`src/rtl/shift_seq_ctrl.sv`:
```
// Purpose : load/shift sequencer for a WIDTH-bit shift register. It loads once, shifts len times, then pulses done.
// Latency : start seen at edge k -> sr_ld in cycle k+1, sr_shen in k+2..k+len_q+1, done in k+len_q+2.
// Backpr. : none. A start is taken only in IDLE, and abort cancels the transfer within the same cycle.
//
// Ports:
//   clk, rst          single clock; synchronous active-high reset
//   start, len        transfer request and shift count (len is sampled together with start)
//   abort             cancels a transfer in progress and clears the datapath
//   sr_sclr/ld/shen   shift-register clear, parallel-load and shift-enable controls
//   busy, done        transfer in progress; one-cycle completion pulse
//   shift_cnt         shifts performed so far in the current or last transfer
module shift_seq_ctrl #(
    parameter int WIDTH = 10,
    parameter int CNT_W = 4     // 2**CNT_W must exceed WIDTH so cnt can reach len_q
) (
    input  logic             clk,
    input  logic             rst,
    input  logic             start,
    input  logic             abort,
    input  logic [CNT_W-1:0] len,
    output logic             sr_sclr,
    output logic             sr_ld,
    output logic             sr_shen,
    output logic             busy,
    output logic             done,
    output logic [CNT_W-1:0] shift_cnt
);

    typedef enum logic [1:0] {
        IDLE  = 2'd0,
        LOAD  = 2'd1,
        SHIFT = 2'd2,
        DONE  = 2'd3
    } state_t;

    localparam logic [CNT_W-1:0] WIDTH_C = CNT_W'(WIDTH);
    localparam logic [CNT_W-1:0] ONE_C   = CNT_W'(1);

    state_t           state, state_nxt;
    logic [CNT_W-1:0] len_q, len_nxt;
    logic [CNT_W-1:0] cnt, cnt_nxt;
    logic [CNT_W-1:0] len_clamp;

    // A transfer never shifts more bits than the register holds.
    assign len_clamp = (len > WIDTH_C) ? WIDTH_C : len;

    always_ff @(posedge clk) begin
        if (rst) begin
            state <= IDLE;
            len_q <= '0;
            cnt   <= '0;
        end else begin
            state <= state_nxt;
            len_q <= len_nxt;
            cnt   <= cnt_nxt;
        end
    end

    always_comb begin
        state_nxt = state;
        len_nxt   = len_q;
        cnt_nxt   = cnt;

        case (state)
            IDLE: begin
                // Abort has priority over start. A zero-length request completes
                // without any ld or shen pulse.
                if (start && !abort) begin
                    len_nxt   = len_clamp;
                    cnt_nxt   = '0;
                    state_nxt = (len == '0) ? DONE : LOAD;
                end
            end
            LOAD: begin
                cnt_nxt   = '0;
                state_nxt = abort ? IDLE : SHIFT;
            end
            SHIFT: begin
                if (abort) begin
                    cnt_nxt   = '0;
                    state_nxt = IDLE;
                end else begin
                    cnt_nxt = cnt + ONE_C;
                    // cnt still holds the pre-increment value in this cycle, so
                    // matching len_q-1 here means this is the final shift.
                    if (cnt == (len_q - ONE_C)) begin
                        state_nxt = DONE;
                    end
                end
            end
            DONE: begin
                // A start seen here is ignored on purpose. The done pulse still
                // completes even if abort is high. cnt keeps its final value.
                state_nxt = IDLE;
            end
            default: begin
                state_nxt = IDLE;
            end
        endcase
    end

    // The outputs are decoded from state and abort only. They are forced to
    // their reset values while rst is high, so a reset in the middle of a
    // transfer cannot leak a load or shift pulse.
    always_comb begin
        sr_sclr   = rst | abort;
        sr_ld     = 1'b0;
        sr_shen   = 1'b0;
        busy      = 1'b0;
        done      = 1'b0;
        shift_cnt = '0;
        if (!rst) begin
            sr_ld     = (state == LOAD)  && !abort;
            sr_shen   = (state == SHIFT) && !abort;
            busy      = (state != IDLE);
            done      = (state == DONE);
            shift_cnt = cnt;
        end
    end

endmodule

```
`config.mk`:
```
export PLATFORM = sky130hd
export DESIGN_NAME = shift_seq_ctrl
export DESIGN_NICKNAME = d
export VERILOG_FILES = /design/src/rtl/shift_seq_ctrl.sv
export SDC_FILE = /design/constraint.sdc
export NUM_CORES = 1
export LEC_CHECK = 0
export ABC_AREA = 1
export BUFFER_PORTS_ARGS = -buffer_cell sky130_fd_sc_hd__buf_2
export CAP_MARGIN = 20
export CELL_PAD_IN_SITES_DETAIL_PLACEMENT = 1
export CELL_PAD_IN_SITES_GLOBAL_PLACEMENT = 2
export CORE_MARGIN = 4
export CORE_UTILIZATION = 25
export CTS_CLUSTER_DIAMETER = 50
export DETAILED_ROUTE_END_ITERATION = 10
export GPL_ROUTABILITY_DRIVEN = 0
export PLACE_DENSITY_LB_ADDON = 0.1
export SLEW_MARGIN = 20
export SYNTH_ARGS = -nofsm -noshare
export SYNTH_HDL_FRONTEND = slang
export SYNTH_SLANG_ARGS = --single-unit
export TNS_END_PERCENT = 10
```
`constraint.sdc`:
```
create_clock -name clk -period 2.4 [get_ports clk]
set_input_delay 0.12 -clock clk [delete_from_list [all_inputs] [get_ports clk]]
set_output_delay 0.12 -clock clk [all_outputs]
set_load 0.01 [all_outputs]
```
# Word-level counts from Yosys, hierarchy flattened
# Index checks and enable logic that the tools add are counted.
dict set report totals {
  in_bits 8
  word_cells 39
  output_inout_bits 9
  regBits 10
}
dict set report op_classes {
  n_addsub 2
  reduce_logical 11
  bitwise 1
  muxes 15
  n_eq_ne 6
  magnitude_cmp 1
}
# operator count
set ops {}
lappend ops {{$mux 4} 4}
lappend ops {{$pmux 4 s3} 1}
lappend ops {{$mux 2} 5}
lappend ops {{$pmux 2 s4} 1}
lappend ops {{$reduce_and 2->1} 3}
lappend ops {{$add 4x1->4 const B} 1}
lappend ops {{$eq 2x2->1 const B} 2}
lappend ops {{$eq 4x4->1} 1}
lappend ops {{$gt 4x4->1 const B} 1}
lappend ops {{$logic_not 4->1} 1}
lappend ops {{$mux 1} 4}
lappend ops {{$sub 4x1->4 const B} 1}
lappend ops {{$logic_and 1x1->1} 3}
lappend ops {{$ne 3x3->1 const B} 1}
lappend ops {{$reduce_bool 3->1} 1}
lappend ops {{$eq 2x1->1 const B} 1}
lappend ops {{$logic_not 2->1} 1}
lappend ops {{$ne 2x2->1 const B} 1}
lappend ops {{$reduce_bool 2->1} 1}
lappend ops {{$logic_not 1->1} 1}
lappend ops {{$or 1x1->1} 1}

# Longest topological paths before layout
dict set report depth {
  ltp_word 5
  ltp_mapped 9
  mapped_depth_nobuf 9
}

# Worst setup path before layout
# No wires, ideal clock.
dict set report synth_path {
  path_type {register to register}
  startpoint {register len_q[0]}
  endpoint {register state[0]}
  n_path_buf 0
  path_slack_ns 1.226
  required_ns 2.330
  arrival_time_ns 1.104
  path_stages_with_launch 10
  synth_period_minus_slack_ns 1.174
  setup_ns 0.070
  path_cell_list {dfxtp_1 > inv_1 > ha_1 > inv_1 > nand2_1 > nand2_1 > nand2_1 > nor2_1 > nand2_1 > a21oi_1}
}
dict set report synth_between {
  elab_chain_cells 4
}
# item line
set synth_rtl {}
lappend synth_rtl {{start: declaration} 40} ;# logic [CNT_W-1:0] len_q, len_nxt;
lappend synth_rtl {{start signal: assignment} 54} ;# len_q <= len_nxt;
lappend synth_rtl {{$sub 4x1->4} 86} ;# if (cnt == (len_q - ONE_C)) begin
lappend synth_rtl {{$eq 4x4->1} 86}
lappend synth_rtl {{$ne 3x3->1 (no source line)} n/a}
lappend synth_rtl {{$reduce_and 2->1 (no source line)} n/a}
lappend synth_rtl {{end signal: assignment} 53} ;# state <= state_nxt;
lappend synth_rtl {{end: declaration} 39} ;# state_t state, state_nxt;
# Every way passes these cells.
# A chain may end at the register's enable or synchronous reset.

# Final worst setup path
dict set report layout_path {
  startpoint {register state[1]}
  endpoint {output sr_shen}
}
dict set report layout_between {
  elab_chain_cells 3
}
# item line
set layout_rtl {}
lappend layout_rtl {{$eq 2x2->1} 114} ;# sr_shen = (state == SHIFT) && !abort;
lappend layout_rtl {{$logic_and 1x1->1} 114}
lappend layout_rtl {{$mux 1} 112} ;# if (!rst) begin
lappend layout_rtl {{end: declaration} 23} ;# output logic sr_shen,
# Every way passes these cells.

==> reports/results.txt <==
Status -> finished, final reports clean
Switching power -> 0.121 mW
Boundary Pins -> 17
Post-cts resize count -> 0
Routed wire length per instance -> 11.8 um
# fillers -> 343
Synth top area cells -> dfxtp_1, nand2_1, nor2_1, inv_1, o21ai_0
Clk pwr share -> 39.3%
Via count -> 702
Die X -> 60.0 um
CP dominant cell by count -> nand2_1
CP Capture Type -> output pin
Mapped Nets -> 118
Met3 Use GR -> 4.10%
Worst-path fanout max -> 5
CP max-delay cell -> dfxtp_1
Sequential share of the synthesized area -> 29.6%
Cts-stage hold buffer count -> 0
Layer with the highest usage -> met2
First-pass GRT wire length -> 3350 um
DR DRC count -> 0
CTS Sinks -> 10
Initial core utilization -> 26.8%
Antenna fix cells -> 0
Fin nets -> 138
Hold_sp -> len[2]
Grt met1 use -> 16.2%
Area of the die -> 3600 um2
Tot GR Track Use -> 12.4%
Final Hold Fails -> 0
FFs w/ async S/R, synth -> 0%
Share of layout cells above drive strength 1 -> 22.8%
Worst Tran Pin Value -> 0.305 ns
Post-Syn Area -> 676 um2
FF-to-FF Start -> len_q[0]
Core ar. -> 2520 um2
Initial antenna violation count -> 0
Flop pwr share -> 42.8%
Slew Viols, Final -> 0
Area grow syn2layout -> 22.0%
Synth Warn # -> 0
Logic pwr share -> 17.8%
Clock tree buffer depth -> 2
Num rows -> 18
Sw frac -> 29.5%
Number of global-route vias before repair -> 750
Fmax -> 729 MHz
WP buf/inv -> 2
Post-DP Area -> 788 um2
Pint -> 0.290 mW
DRT Wirelength -> 1850 um
Cell Pwr Density -> 499 nW/um2
Worst path cell trace -> nand2_1 -> nor2_2 -> nand2_1 -> inv_1 -> buf_2
Most common cell in the synthesized netlist -> nand2_1
Post-Route Skew -> 0.00121 ns
Setup violators final -> 0
Top_reg_cell synth -> dfxtp_1
Unrepaired setup endpoints after global routing -> false
Setup TNS -> 0 ns
Area share of the largest cell type after synthesis -> 29.6%
Lkg Pwr -> 0.417 nW
MaxCap Viol Count -> 0
Largest net degree at the start of global routing -> 12
Tmin final -> 1.37 ns
VDD IR max -> 0.000215 V
Antenna viol nets, final -> 0
Arr. time, crit path -> 1.25 ns
Crit-path leading delay family -> flip-flops
Min-Delay Path Class -> input pin to flop
Via density per instance -> 4.47
Dpl hpwl -> 1510 um
CTS tree -> done
Startpoint types -> flop
H-tree depth -> 1
Number of flops mapped to enable cells by yosys -> 0
Mapped Cells -> 108
CP startpoint -> state[1]
Clock-pin slew on the worst setup and hold paths -> 0.08 ns
Post CTS Setup Buffer Count -> 0
Die Ht -> 60.0 um
Drt first-iter violations -> 13
Met2 Use GR -> 20.1%
Synth top cells by count -> nand2_1, nor2_1, inv_1
Post-route cell area -> 825 um2
CTS Buf Count -> 3
Worst Path Required -> 2.28 ns
Avg Inst Size Synth -> 6.26 um2
Worst Hold Slack -> 0.110 ns
Port buffer count -> 16
1st-pass router iterations -> 4
Largest stage delay on the critical path -> 0.43 ns
Yosys cell types -> 19
Setup WS pre-CTS -> 1.10 ns
PnR worst setup slack -> 1.03 ns
Clk Latency, worst-skew pair -> 0.27 ns
Tcrit/Tclk final -> 57.2%
Root buffer cell -> clkbuf_4
Slew margin rel. -> 79.5%
Yosys top cell by area -> dfxtp_1
Grt ovf -> 0
FF+latch count, synth -> 10
Worst setup path class -> flop to output pin
state kept, by name (all words and copies together) (netlist names):
register,cells
cnt,4
state,2
len_q,4
worst paths after layout:
path                    to  slack [ns]  depth (start not counted)
setup reg to reg  state[0]        1.10                          9
setup / recovery   sr_shen        1.03                          5
hold reg to reg   len_q[3]        0.55                          2
hold / removal    len_q[2]        0.11                          3
final cells by class:
type	instances	area (um2)	share of cell area [%]
inverters	18	67.6	8.19
well taps	30	37.5	4.55
multi-input cells	79	403	48.9
flip-flops and latches	10	200	24.3
clock buffers	4	36.3	4.40
repair buffers	16	80.1	9.71
through the flow:
step	total power [mW]	utilization [%]	cells
2_1_floorplan	0.230	-	108
3_3_place_gp	0.253	31.3	153
3_5_place_dp	0.255	31.3	153
4_1_cts	0.424	32.7	157
5_1_grt	0.446	32.7	157
6_report	0.411	32.7	157
cells in the final DEF, fill, tap and decap left out:
cell      count
nand3_4       1
inv_2         1
a22oi_1       2
clkbuf_4      3
xor2_1        2
nor3_1        1
ha_1          2
a211oi_1      1
o21ai_0       6
nand2_1      28
nor2_2        4
o22ai_1       1
nor2_4        1
buf_2        16
a21oi_1       3
dfxtp_1      10
nand2_4       2
clkbuf_8      1
inv_1        17
nor2_1       20
nand3_1       5
per-layer routing:
layer | share of wire, % | wire length (um)
met1 | 47 | 872
met2 | 48 | 880
met3 | 4.0 | 73
met4 | 1.0 | 19
met5 | 0 | 0
logic make-up (layout without fill, tap and decap cells):
logic type	Yosys count	after routing	synth area share (%)
fa+ha+maj	2	2	3.70
buf+inv	19	38	10.7
simple gates	62	62	42.4
xor+xnor	2	2	2.59
flops	10	10	29.6
compound gates	13	13	10.9
power groups by stage:
stage	clock network [mW]	registers, mW	logic (mW)
6_report	0.162	0.176	0.0733
5_1_grt	0.182	0.178	0.0857
4_1_cts	0.173	0.177	0.0751
3_5_place_dp	0	0.180	0.0748
3_3_place_gp	0	0.180	0.0733
2_1_floorplan	0	0.179	0.0517
worst register-to-register path: cells and delay by family (launching register included):
| kind | cells | cell delay (ns) |
|---|---|---|
| AOI/OAI and AO/OA | 1 | 0.11 |
| adders and majority gates | 1 | 0.31 |
| buffers and inverters | 2 | 0.15 |
| DFF | 1 | 0.38 |
| and+or+nand+nor | 5 | 0.28 |
Power figures use the tool's default switching activity.
